### src/rtl/byte_bank_pkg.sv
// -----------------------------------------------------------------------------
// byte_bank_pkg
// Shared constants, the scan FSM state type and a small entry-select helper
// for the byte bank scanner slice (byte_bank_regs, byte_bank_scanner).
// -----------------------------------------------------------------------------
package byte_bank_pkg;

    localparam int DATA_W = 8;
    localparam int ADDR_W = 3;
    localparam int DEPTH  = 8;

    // Index of the final entry in a pass; the scan either stops or wraps here.
    localparam logic [ADDR_W-1:0] LAST_IDX = ADDR_W'(DEPTH - 1);

    typedef enum logic [1:0] {
        IDLE = 2'd0,
        SCAN = 2'd1,
        DONE = 2'd2
    } scan_state_t;

    // Pull entry idx out of the flat bank bus. Written as a compare loop so it
    // maps to a plain 8:1 byte mux without any variable-width arithmetic.
    function automatic logic [DATA_W-1:0] pick_entry(
        input logic [DEPTH*DATA_W-1:0] flat,
        input logic [ADDR_W-1:0]       idx
    );
        logic [DATA_W-1:0] result;
        result = '0;
        for (int k = 0; k < DEPTH; k++) begin
            if (idx == k[ADDR_W-1:0]) begin
                result = flat[k*DATA_W +: DATA_W];
            end
        end
        return result;
    endfunction

endpackage

### src/rtl/byte_bank_regs.sv
// -----------------------------------------------------------------------------
// byte_bank_regs
// 8 x 8-bit register bank with a single write port. Every entry is driven in
// parallel onto a flat 64-bit bus (entry k on bits [8k+7:8k]) that feeds the
// downstream 8-way byte selector directly.
//
// Ports:
//   clk        - rising-edge clock
//   reset      - synchronous, active-high; clears every entry to 0x00
//   wr_en      - write strobe
//   wr_addr    - entry index to write
//   wr_data    - byte to write
//   entry_flat - all entries, entry k on bits [8k+7:8k]
// -----------------------------------------------------------------------------
module byte_bank_regs
    import byte_bank_pkg::*;
(
    input  logic                    clk,
    input  logic                    reset,
    input  logic                    wr_en,
    input  logic [ADDR_W-1:0]       wr_addr,
    input  logic [DATA_W-1:0]       wr_data,
    output logic [DEPTH*DATA_W-1:0] entry_flat
);

    logic [DATA_W-1:0] mem [DEPTH];

    // Storage update. Reset wins over a simultaneous write so the bank is
    // guaranteed all-zero the cycle after reset.
    always_ff @(posedge clk) begin
        if (reset) begin
            for (int k = 0; k < DEPTH; k++) begin
                mem[k] <= '0;
            end
        end else if (wr_en) begin
            mem[wr_addr] <= wr_data;
        end
    end

    // Flatten the bank onto the selector input bus.
    for (genvar g = 0; g < DEPTH; g++) begin : g_flat
        assign entry_flat[g*DATA_W +: DATA_W] = mem[g];
    end

endmodule

### src/rtl/byte_bank_scanner.sv
// -----------------------------------------------------------------------------
// byte_bank_scanner
// Register bank feeding an 8-way byte selector, plus a scan engine that walks
// entries 0..7 and streams them out over a valid/ready interface. sel always
// names the entry currently held in out_data while out_valid is high, so the
// external selector output tracks out_data.
//
// Ports:
//   clk        - rising-edge clock
//   reset      - synchronous, active-high; aborts any scan, clears the bank
//   wr_en      - bank write strobe (accepted in every state)
//   wr_addr    - bank write index
//   wr_data    - bank write data
//   start      - one-cycle pulse, begins a scan when idle
//   entry_flat - all entries, entry k on bits [8k+7:8k]; selector in_k
//   sel        - current scan index; selector select
//   out_data   - registered scanned byte
//   out_valid  - out_data holds a byte not yet accepted
//   out_ready  - consumer accepts out_data
//   busy       - high while scanning
//   done       - one-cycle pulse after the last entry is accepted
//
// Build option:
//   BYTE_BANK_SCAN_LOOP_EN - when defined, the scan wraps from entry 7 back to
//   entry 0 indefinitely, pulsing done on every wrap; stops only on reset.
// -----------------------------------------------------------------------------
module byte_bank_scanner
    import byte_bank_pkg::*;
(
    input  logic                    clk,
    input  logic                    reset,
    input  logic                    wr_en,
    input  logic [ADDR_W-1:0]       wr_addr,
    input  logic [DATA_W-1:0]       wr_data,
    input  logic                    start,
    output logic [DEPTH*DATA_W-1:0] entry_flat,
    output logic [ADDR_W-1:0]       sel,
    output logic [DATA_W-1:0]       out_data,
    output logic                    out_valid,
    input  logic                    out_ready,
    output logic                    busy,
    output logic                    done
);

    scan_state_t       state;
    logic [ADDR_W-1:0] load_idx;
    logic [DATA_W-1:0] load_byte;
    logic              handshake;

    byte_bank_regs u_regs (
        .clk        (clk),
        .reset      (reset),
        .wr_en      (wr_en),
        .wr_addr    (wr_addr),
        .wr_data    (wr_data),
        .entry_flat (entry_flat)
    );

    assign handshake = out_valid && out_ready;

    // Work out which entry would be loaded into out_data on the next edge and
    // what byte that is. From IDLE the first load is always entry 0; in SCAN it
    // is the next index, which naturally wraps 7 -> 0 for the looping build.
    // A write landing on that same entry this cycle is forwarded straight
    // through, because the bank itself only updates at the edge.
    always_comb begin
        load_idx = sel + ADDR_W'(1);
        if (state == IDLE) begin
            load_idx = '0;
        end
        load_byte = pick_entry(entry_flat, load_idx);
        if (wr_en && (wr_addr == load_idx)) begin
            load_byte = wr_data;
        end
    end

    // Scan FSM with registered outputs. out_data/sel only move on an accepted
    // handshake, which keeps the byte stable for a stalled consumer. done
    // defaults low every cycle and is raised only on the edge that finishes a
    // pass, so it is always a single-cycle pulse.
    always_ff @(posedge clk) begin
        if (reset) begin
            state     <= IDLE;
            sel       <= '0;
            out_data  <= '0;
            out_valid <= 1'b0;
            busy      <= 1'b0;
            done      <= 1'b0;
        end else begin
            done <= 1'b0;
            case (state)
                IDLE: begin
                    if (start) begin
                        state     <= SCAN;
                        sel       <= '0;
                        out_data  <= load_byte;
                        out_valid <= 1'b1;
                        busy      <= 1'b1;
                    end
                end
                SCAN: begin
                    if (handshake) begin
                        if (sel != LAST_IDX) begin
                            sel      <= load_idx;
                            out_data <= load_byte;
                        end else begin
`ifdef BYTE_BANK_SCAN_LOOP_EN
                            sel      <= load_idx;
                            out_data <= load_byte;
                            done     <= 1'b1;
`else
                            state     <= DONE;
                            out_valid <= 1'b0;
                            busy      <= 1'b0;
                            done      <= 1'b1;
`endif
                        end
                    end
                end
                DONE: begin
                    state <= IDLE;
                    sel   <= '0;
                end
                default: begin
                    state <= IDLE;
                end
            endcase
        end
    end

endmodule

### config.mk
export PLATFORM = sky130hd
export DESIGN_NAME = byte_bank_scanner
export DESIGN_NICKNAME = d
export VERILOG_FILES = /design/src/rtl/byte_bank_pkg.sv /design/src/rtl/byte_bank_regs.sv /design/src/rtl/byte_bank_scanner.sv
export SDC_FILE = /design/constraint.sdc
export NUM_CORES = 1
export LEC_CHECK = 0
export ABC_CLOCK_PERIOD_IN_PS = 2600
export BUFFER_PORTS_ARGS = -buffer_cell sky130_fd_sc_hd__buf_2
export CAP_MARGIN = 10
export CORE_ASPECT_RATIO = 0.9
export CORE_MARGIN = 2
export CORE_UTILIZATION = 30
export CTS_CLUSTER_SIZE = 28
export DETAILED_ROUTE_END_ITERATION = 10
export GPL_TIMING_DRIVEN = 0
export HOLD_SLACK_MARGIN = 0.06
export PLACE_DENSITY = 0.56
export REMOVE_ABC_BUFFERS = 1
export SYNTH_ARGS = -nofsm -noshare
export SYNTH_HDL_FRONTEND = slang
export SYNTH_SLANG_ARGS = --single-unit
### constraint.sdc
create_clock -name clk -period 2.6 [get_ports clk]
set_input_delay 0.39 -clock clk [delete_from_list [all_inputs] [get_ports clk]]
set_output_delay 0.39 -clock clk [all_outputs]
set_load 0.1 [all_outputs]
### Word level (Yosys, flattened, before mapping)

Memory sizes are Yosys's and may differ from the RTL's.
Cells that the tools add are included.

| operators by class | value |
|---|---|
| add/sub/neg operators | 1 |
| equality and inequality tests | 15 |
| mux-type cells | 35 |
| bitwise logic cells | 2 |
| reduce and logical (&&, ||, !) cells | 12 |

Operators by type and width:

| kind | number |
|---|---|
| two-way mux 8 bit | 13 |
| case mux 8 bit (2 select lines) | 1 |
| two-way mux 3 bit | 5 |
| equality test 3 bit (second input constant) | 4 |
| AND reduction 4 bit | 3 |
| two-way mux 1 bit | 10 |
| case mux 3 bit (3 select lines) | 1 |
| != test 2 bit (second input constant) | 4 |
| OR reduction 8 bit | 1 |
| equality test 3 x 2 -> 1 bit (second input constant) | 2 |
| two-way mux 2 bit | 3 |
| case mux 2 bit (2 select lines) | 1 |
| adder 3 x 1 -> 3 bit (second input constant) | 1 |
| equality test 3 x 1 -> 1 bit (second input constant) | 1 |
| equality test 3 bit | 1 |
| logical NOT 3 bit | 1 |
| != test 3 bit (second input constant) | 1 |
| AND reduction 3 bit | 1 |
| nonzero test 3 bit | 1 |
| OR reduction 3 bit | 1 |
| equality test 2 x 1 -> 1 bit (second input constant) | 1 |
| equality test 2 bit (second input constant) | 1 |
| logical AND 1 bit | 2 |
| logical NOT 2 bit | 1 |
| 3 further kinds | 4 |

| storage, ports and cells | value |
|---|---|
| register bits | 15 |
| memory bits (writable) | 64 |
| input port bits | 16 |
| output and inout bits | 78 |
| word-level logic and storage cells | 71 |
| memories kept | 1 |

Memory list:

| name | depth | width | rd ports | clocked after memory_dff | write ports | line | RTL |
|---|---|---|---|---|---|---|---|
| u_regs.mem | 8 | 8 | 8 | 0 | 8 | byte_bank_regs.sv:26 | `logic [DATA_W-1:0] mem [DEPTH];` |

### Longest topological paths before layout

Gate-level depths: netlist of the first run.

| logic depth | value |
|---|---|
| depth after elaboration | 15 |
| depth in mapped cells | 9 |
| gate-level depth less buffers | 7 |

### Modules after synthesis

From an unflattened synthesis of the first run, not the netlist that was laid out.

| unflattened totals | value |
|---|---|
| cells, all modules | 368 |
| area, all modules | 4057.6 um2 |

Modules (own cells, without submodules):

| module | instances | cells an instance | area an instance (um2) | seq. area each (um2) |
|---|---|---|---|---|
| byte_bank_regs | 1 | 169 | 2461.1 | 1921.8 |
| byte_bank_scanner | 1 | 199 | 1596.5 | 300.3 |

### Least setup slack after synthesis of the first run

OpenSTA, ideal clock, no wires.

| timing path | value |
|---|---|
| path type | register to register |
| start point | register sel[1] |
| end point | register out_data[0] |
| arrival | 2.569 ns |
| path slack | -0.060 ns |
| cell stages (with the launch flop) | 9 |
| buffers on the path | 2 |
| path through | dfxtp_1 -> ha_1 -> buf_6 -> buf_6 -> nor3b_1 -> o21ai_0 -> o2111ai_1 -> nand3_1 -> a311oi_1 |

| between the ends | value |
|---|---|
| cells in the longest elaborated chain, start to end | 15 |
| elaborated cells between the ends (all ways) | 28 |
| classes of those cells | add/sub: 1; eq/ne: 10; mux: 14; reduce/logical: 3 |

RTL lines:

| what | line | RTL |
|---|---|---|
| start: declaration | byte_bank_scanner.sv:37 | `output logic [ADDR_W-1:0] sel,` |
| start signal: assignment | byte_bank_scanner.sv:104 | `sel <= load_idx;` |
| adder 3 x 1 -> 3 bit | byte_bank_scanner.sv:67 | `load_idx = sel + ADDR_W'(1);` |
| two-way mux 3 bit | byte_bank_scanner.sv:68 | `if (state == IDLE) begin` |
| logical NOT 3 bit | byte_bank_pkg.sv:30 | `if (idx == k[ADDR_W-1:0]) begin` |
| two-way mux 8 bit (8 in a row) | byte_bank_pkg.sv:30 |  |
| two-way mux 8 bit | byte_bank_scanner.sv:72 | `if (wr_en && (wr_addr == load_idx)) begin` |
| two-way mux 8 bit | byte_bank_scanner.sv:103 | `if (sel != LAST_IDX) begin` |
| two-way mux 8 bit | byte_bank_scanner.sv:102 | `if (handshake) begin` |
| case mux 8 bit (2 select lines) | byte_bank_scanner.sv:91 | `case (state)` |
| end signal: assignment | byte_bank_scanner.sv:96 | `out_data <= load_byte;` |
| end signal: assignment | byte_bank_scanner.sv:105 | `out_data <= load_byte;` |
| end: declaration | byte_bank_scanner.sv:38 | `output logic [DATA_W-1:0] out_data,` |

Parallel ways exist; a longest one is shown, timed or not. The select of a mux whose other input is x is not followed.
A chain may end at the register's enable or synchronous reset.

### Final worst setup path of the first run

| timing path | value |
|---|---|
| start point | register sel[0] |
| end point | register out_data[4] |

The elaborated chain is that of the path after synthesis.

==> results of run 1 <==
[power by group]
group	switching, mW	total [mW]	internal, mW
sequential	0.0694	1.52	1.45
combinational	0.801	0.957	0.156
clock	0.494	1.33	0.837
total	1.36	3.81	2.44
[how the worst min path moves through the flow]
stage,from,to,slack (ns)
after global routing,out_ready,done,0.39
after floorplan,reset,busy,0.46
final,out_ready,done,0.40
after global placement,out_data[7],out_data[7],0.50
after detailed placement,out_data[7],out_data[7],0.50
after CTS,start,state[0],0.35
[cell usage after synthesis (all sizes together) (6+ instances only)]
cell	n
a21o	6
a311oi	8
and2	64
buf	11
dfxtp	15
edfxtp	64
mux2i	17
nand2	12
nand3	14
nand4	7
nor2	25
o211ai	9
o21ai	16
or2	9
[stage by stage]
stage                     power (mW)  setup slack, ns  area (um2)  TNS, ns
after CTS                       3.82          0.00376        4780        0
after global placement          2.49            -1.25        4450    -9.89
after detailed placement        2.50            -1.34        4450   -10.46
after global routing            3.91          0.00445        4820        0
after floorplan                 2.29           -0.994        3780    -8.33
final                           3.81           0.0786        4820        0
[critical path, cell delays in order, from the launching register on]
cell and delay (ns):
dfxtp_4 0.48, ha_4 0.22, ha_2 0.43, inv_1 0.12
a221o_1 0.39, a211o_2 0.41, o211ai_1 0.17, a311oi_1 0.14
[per-layer routing]
layer / vias up / track usage (%) / share of wire (%)
met5: - / 0 / 0
met4: 0 / 6.59 / 2.7
li1: 1406 / - / -
met1: 1450 / 23.8 / 44
met2: 140 / 26.4 / 45
met3: 27 / 4.71 / 8.2
[final cells by class]
type / instances / share of cell area, %
Tap cell: 164 / 4.25
Sequential cell: 79 / 46.1
Multi-Input combinational cell: 232 / 32.7
Clock inverter: 6 / 1.76
Timing Repair Buffer: 95 / 10.1
Clock buffer: 10 / 4.75
Inverter: 3 / 0.233
[sequential cells by signal (all words and copies together) (netlist names)]
signal      cells
busy            1
done            1
out_data        8
sel             3
state           2
u_regs.mem     64
[kinds of logic (layout without fill, tap and decap cells)]
family	Yosys count	in the layout
fa+ha+maj	2	2
mux	24	24
compound gates	59	59
simple gates	147	147
flops	79	79
buf+inv	19	114
[timing repair]
action                     in CTS  in global routing
pin swaps                       0                  2
setup endpoints to repair       9                  8
setup buffers                   0                  2
resized for setup               4                  5
gates cloned                    0                  0
==> results.cfg, run 1 <==
[power]
peakVddDrop_mv = 0.364
total_leakage_power_nw = 1.82
powerDensity_nw_per_um2 = 789

[final_layout]
layout_commonest_cell = buf_2
nets = 438
fin_cells = 589
area_growth_pct = 24.5
nFillCells = 1275
n_antenna_cell = 0
final_util_pct = 38.2
multi_input_area_um2 = 1580
seqCellArea_um2 = 2230
layout_common_cells = buf_2 (93), and2_1 (64), edfxtp_1 (64)
drive_above_1_share_pct = 31.3

[setup_path]
startpoint = sel[0]
endpoint = out_data[4]
crit_type = flop to flop
r2r_slack_ns = 0.08
r2r_cells = 7
r2r-start = sel[0]
path_max_fanout = 38
cp.required_ns = 2.78
crit_path_end_kind = flop
worstPathArrival_ns = 2.70
start_kind = flop
reg2reg_to = out_data[4]

[sta]
relSlewSlack_pct = 43.2
setup_viol = 0
min_period_ns = 2.52
finalCritPeriodShare_pct = 97.0
holdWs_ns = 0.400
slew_violations = 0
fin_skew_ns = 0.00880
tightest_slew_ns = 0.845
hold_viol = 0
max_freq_mhz = 397
rsz0062_at_grt = false

[synth]
synth_flop_cell = edfxtp_1
synth_edf_count = 64
synthAdderAreaFrac_pct = 0.646
synth.cell_area_um2 = 3870
async_flop_share_pct = 0
synth_xor_area_share_pct = 0
syn_inst = 330
synth_top_family_by_area = simple AND/OR/NAND/NOR gates
netlist_top_cells_area = edfxtp_1 (50%), and2_1 (10%), dfxtp_1 (7.8%)
syn_avg_cell_area_um2 = 11.7
ys_seq_area_share_pct = 57.4
netlist.area_leader.share_pct = 49.6
synth-compound-area-share_pct = 11.1
yosysWarnings = 0
synth_mux_area_share_pct = 7.30
ys_types = 43
synth-simple-area-share_pct = 20.9
synth_top_cell_by_area = edfxtp_1
ys_ff_latch = 79

[clock_network]
insertion_delay_ns = 0.34
cts_hold_buf = 0
cts.sinks = 79
clockRootBuffer = clkbuf_16
clockBufferDepth = 2
numCtsBuffers = 9
path_clk_slew_ns = 0.06
htreeDepth = 3
cts_tree = yes

[route]
drtPass1Iterations = 5
first_iter_violations = 233
drt_wl_total_um = 11900
drc = 0
viasPerCell = 5.13
vias = 3023
post_drt_wl_per_cell_um = 20.2
ant_nets = 0

[floorplan]
core-area_um2 = 12600
die_h_um = 112
dieArea_um2 = 13800
rows = 39
start_util_pct = 30.7
die_x_um = 124
io_pins = 94

[run_status]
run_status = completed

[place]
io_buffer_count = 93
place.gp.congestion = 0.840
dpl.cell_count = 571
hpwl_um = 8590

[global_route]
grt_overflow = 0
grt_start_max_net_pins = 39
first_global_vias = 2926
antenna_found_initial = 0
grt_pass1_wl_um = 17300
track_usage_pct = 17.4

[flow_run]
max-cap-violations = 0

[worst_hold_path]
hold_depth = 3
hold_path_class = input pin to flop
No activity file was read; power rests on OpenSTA's default activity.
==> run 2, diff against run 1 <==
ABC_CLOCK_PERIOD_IN_PS = 2800   (was 2600)
clock period = 2.8 ns   (was 2.6 ns; I/O delays follow)
==> results.cfg, run 2 (synthesis results as in run 1) <==
[run_status]
run_status = completed

[final_layout]
layout_commonest_cell = buf_2
final_util_pct = 37.9
final_cell_area_um2 = 4790
top_register = u_regs.mem
layout_common_cells = buf_2 (93), and2_1 (64), edfxtp_1 (64)
drive_above_1_share_pct = 30.3
top_regs = u_regs.mem (64), out_data (8), sel (3)
n_antenna_cell = 0
largest_register_ffs = 64
nFillCells = 1278
multi_input_area_um2 = 1570
seqCellArea_um2 = 2230
nets = 436
area_growth_pct = 23.6

[sta]
hold_viol = 0
rsz0062_at_grt = false
fin_skew_ns = 0.00825
setup_viol = 0
setup_slack_ns = 0.217
min_period_ns = 2.58
slew_violations = 0
finalCritPeriodShare_pct = 92.3
tightest_slew_ns = 1.14
max_freq_mhz = 387
holdWs_ns = 0.400
relSlewSlack_pct = 23.7

[place]
dp_slack_ns = -1.14
placed_area_um2 = 4450
io_buffer_count = 93
hpwl_um = 8590
place.gp.congestion = 0.840

[route]
vias = 3003
drtPass1Iterations = 5
post_drt_wl_per_cell_um = 20.0
ant_nets = 0
drt_wl_total_um = 11800
viasPerCell = 5.12
drc = 0
first_iter_violations = 222

[clock_network]
clockBufferDepth = 2
cts.sinks = 79
cts_setup_buffers = 0
numCtsBuffers = 9
cts_tree = yes
insertion_delay_ns = 0.34
htreeDepth = 3
path_clk_slew_ns = 0.06
clockRootBuffer = clkbuf_16

[setup_path]
worstPathArrival_ns = 2.82
crit_type = flop to flop
start_kind = flop
crit_path_end_kind = flop
cp.required_ns = 3.04
path_max_fanout = 38

[floorplan]
core-area_um2 = 12600
die_x_um = 124
die_h_um = 112
start_util_pct = 30.7
rows = 39
io_pins = 94
dieArea_um2 = 13800

[power]
peakVddDrop_mv = 0.337
swShare_pct = 35.8
p_switching_mw = 1.26
powerDensity_nw_per_um2 = 737
seqPwrFrac_pct = 40.0
clock_power_share_pct = 35.0
total_leakage_power_nw = 1.81
p_total_mw = 3.53
pwr-share-comb_pct = 25.0
p_int_mw = 2.26

[global_route]
first_global_vias = 2926
track_usage_pct = 17.4
grt_overflow = 0
antenna_found_initial = 0
grt_start_max_net_pins = 39
grt_pass1_wl_um = 17300

[worst_hold_path]
hold_path_class = input pin to flop

[flow_run]
max-cap-violations = 0
run 2: worst max-delay path, cell delays in order (launching register included):
cell       delay [ns]
dfxtp_4          0.62
ha_4             0.19
ha_1             0.32
nor2b_1          0.42
nand4_1          0.23
o2111ai_1        0.24
nand3_1          0.16
a311oi_1         0.30
run 2: worst paths after layout:
path	slack, ns	to	startpoint	cells past startpoint
setup / recovery	0.22	out_data[2]	sel[0]	7
hold / removal	0.40	state[0]	start	3
setup reg to reg	0.22	out_data[2]	sel[0]	7
hold reg to reg	0.50	out_data[7]	out_data[7]	2
run 2: layout make-up:
class                           instances  share of cell area, %
Clock buffer                           10                   4.78
Clock inverter                          6                   1.78
Inverter                                3                  0.235
Multi-Input combinational cell        232                   32.7
Sequential cell                        79                   46.5
Tap cell                              164                   4.29
Timing Repair Buffer                   93                   9.72
run 2: per-stage QoR:
stage,cells,setup TNS [ns]
after detailed placement,571,-8.66
final,587,0
after global placement,571,-8.09
after global routing,587,0
after CTS,587,0
after floorplan,314,-6.52
run 2: per-layer routing:
layer | GRT usage [%] | wire, um | vias up
li1 | - | - | 1397
met1 | 23.8 | 5160 | 1457
met2 | 26.4 | 5370 | 124
met3 | 4.71 | 949 | 25
met4 | 6.59 | 277 | 0
met5 | 0 | 0 | -
run 2: timing repair:
| action | in CTS | in global routing |
|---|---|---|
| hold buffers | 0 | 0 |
| pin swaps | 0 | 1 |
| setup endpoints to repair | 9 | 1 |
| resized for setup | 4 | 1 |
| hold endpoints to repair | 0 | 0 |
run 2: power groups by stage:
stage	Clock (mW)	Sequential [mW]	Combinational [mW]
floorplan	0	1.97	0.160
global placement	0	1.43	0.878
detailed placement	0	1.44	0.882
CTS	1.26	1.41	0.883
global route	1.29	1.42	0.912
finish	1.24	1.41	0.880
==> run 3, diff against run 2 <==
SETUP_SLACK_MARGIN = 0.5   (was unset)
==> results.cfg, run 3 (synthesis results as in run 1) <==
[route]
drt_wl_total_um = 12200
ant_nets = 0
viasPerCell = 5.12
drtPass1Iterations = 5
drc = 0
post_drt_wl_per_cell_um = 20.6
vias = 3026
first_iter_violations = 228

[final_layout]
top_regs = u_regs.mem (64), out_data (8), sel (3)
nFillCells = 1276
nets = 440
largest_register_ffs = 64
n_antenna_cell = 0
final_cell_area_um2 = 4860
seqCellArea_um2 = 2230
multi_input_area_um2 = 1600
layout_commonest_cell = buf_2
drive_above_1_share_pct = 31.9
top_register = u_regs.mem
area_growth_pct = 25.5
layout_common_cells = buf_2 (93), and2_1 (64), edfxtp_1 (64)

[power]
p_int_mw = 2.27
swShare_pct = 35.9
clock_power_share_pct = 34.9
total_leakage_power_nw = 1.83
peakVddDrop_mv = 0.340
p_total_mw = 3.54
p_switching_mw = 1.27
pwr-share-comb_pct = 25.5
seqPwrFrac_pct = 39.6
powerDensity_nw_per_um2 = 729

[global_route]
met1_usage_pct = 24.6
groute.layer.met2.usage_pct = 27.3
first_global_vias = 2995
track_usage_pct = 18.0
grt_pass1_wl_um = 17800
met3_usage_pct = 4.56
gr-max-usage-layer = met2
grt_start_max_net_pins = 26
antenna_found_initial = 0
grt_overflow = 0

[clock_network]
numCtsBuffers = 9
insertion_delay_ns = 0.34
cts_tree = yes
clockBufferDepth = 2
htreeDepth = 3
cts.sinks = 79
path_clk_slew_ns = 0.06
clockRootBuffer = clkbuf_16

[sta]
slew_violations = 0
rsz0062_at_grt = false
fin_skew_ns = 0.0101
finalCritPeriodShare_pct = 79.2
tightest_slew_ns = 0.883
max_freq_mhz = 451
setup_viol = 0
hold_viol = 0
setup_slack_ns = 0.582
min_period_ns = 2.22
relSlewSlack_pct = 40.7

[setup_path]
path_cells = ha_4, ha_4, inv_1, a221o_1, a211o_4, o211ai_1, a311oi_1
start_kind = flop
crit_type = flop to flop
crit_buf_inv = 1
max_stage_delay_ns = 0.40
cp_common_cell = ha_4
crit_path_end_kind = flop
slowest_stage = dfxtp_4
path_max_fanout = 11
cp.required_ns = 2.98
crit_family = compound AO/OA/AOI/OAI gates
worstPathArrival_ns = 2.40

[floorplan]
dieArea_um2 = 13800
rows = 39
die_h_um = 112
io_pins = 94
die_x_um = 124
core-area_um2 = 12600
start_util_pct = 30.7

[place]
placed_area_um2 = 4450
io_buffer_count = 93
dp_slack_ns = -1.14
place.gp.congestion = 0.840
hpwl_um = 8590

[run_status]
run_status = completed

[worst_hold_path]
hold_path_class = input pin to flop

[flow_run]
max-cap-violations = 0
-- run 3: changes by cell type in the layout (fill, tap and decap cells not counted), sizes merged --
| cell | delta |
|---|---|
| buf | +4 |
-- run 3: worst register-to-register path, delay by kind of cell (launching register included) --
kind	cells	cell delay [ns]
AO/OA/AOI/OAI	4	1.08
adder cells (fa/ha/maj)	2	0.50
flip-flops	1	0.40
buffers and inverters	1	0.10
-- run 3: final timing paths --
path | startpoint | end | slack (ns) | depth (start not counted)
max | sel[0] | out_data[4] | 0.58 | 7
min | start | state[0] | 0.43 | 3
max reg2reg | sel[0] | out_data[4] | 0.58 | 7
min reg2reg | out_data[7] | out_data[7] | 0.50 | 2
-- run 3: power by group through the flow --
| stage | clock, mW | sequential (mW) | combinational [mW] |
|---|---|---|---|
| 2_1_floorplan | 0 | 1.97 | 0.160 |
| 3_3_place_gp | 0 | 1.43 | 0.878 |
| 3_5_place_dp | 0 | 1.44 | 0.882 |
| 4_1_cts | 1.26 | 1.41 | 0.903 |
| 5_1_grt | 1.29 | 1.41 | 0.936 |
| 6_report | 1.24 | 1.40 | 0.904 |
-- run 3: per-stage QoR --
step	util (%)	hold slack, ns	TNS (ns)	cells
6_report	38.5	0.433	0	591
4_1_cts	38.4	0.383	0	591
3_5_place_dp	35.2	0.496	-8.66	571
2_1_floorplan	-	0.489	-6.52	314
3_3_place_gp	35.2	0.496	-8.09	571
5_1_grt	38.5	0.424	0	591
-- run 3: routing by layer --
metal  share of wire (%)  routed length (um)
met1                  44                5340
met2                  46                5610
met3                 7.7                 937
met4                 2.3                 277
met5                   0                   0
-- run 3: layout make-up --
type / instances / share of cell area (%)
Timing Repair Buffer: 97 / 10.4
Multi-Input combinational cell: 232 / 32.9
Tap cell: 164 / 4.22
Inverter: 3 / 0.232
Clock buffer: 10 / 4.71
Clock inverter: 6 / 1.75
Sequential cell: 79 / 45.8
-- run 3: repair_timing --
action,in CTS,in global routing
hold buffers,0,0
pin swaps,2,0
setup endpoints to repair,12,8
buffers inserted,4,0
cloned,0,0
resized for setup,9,3
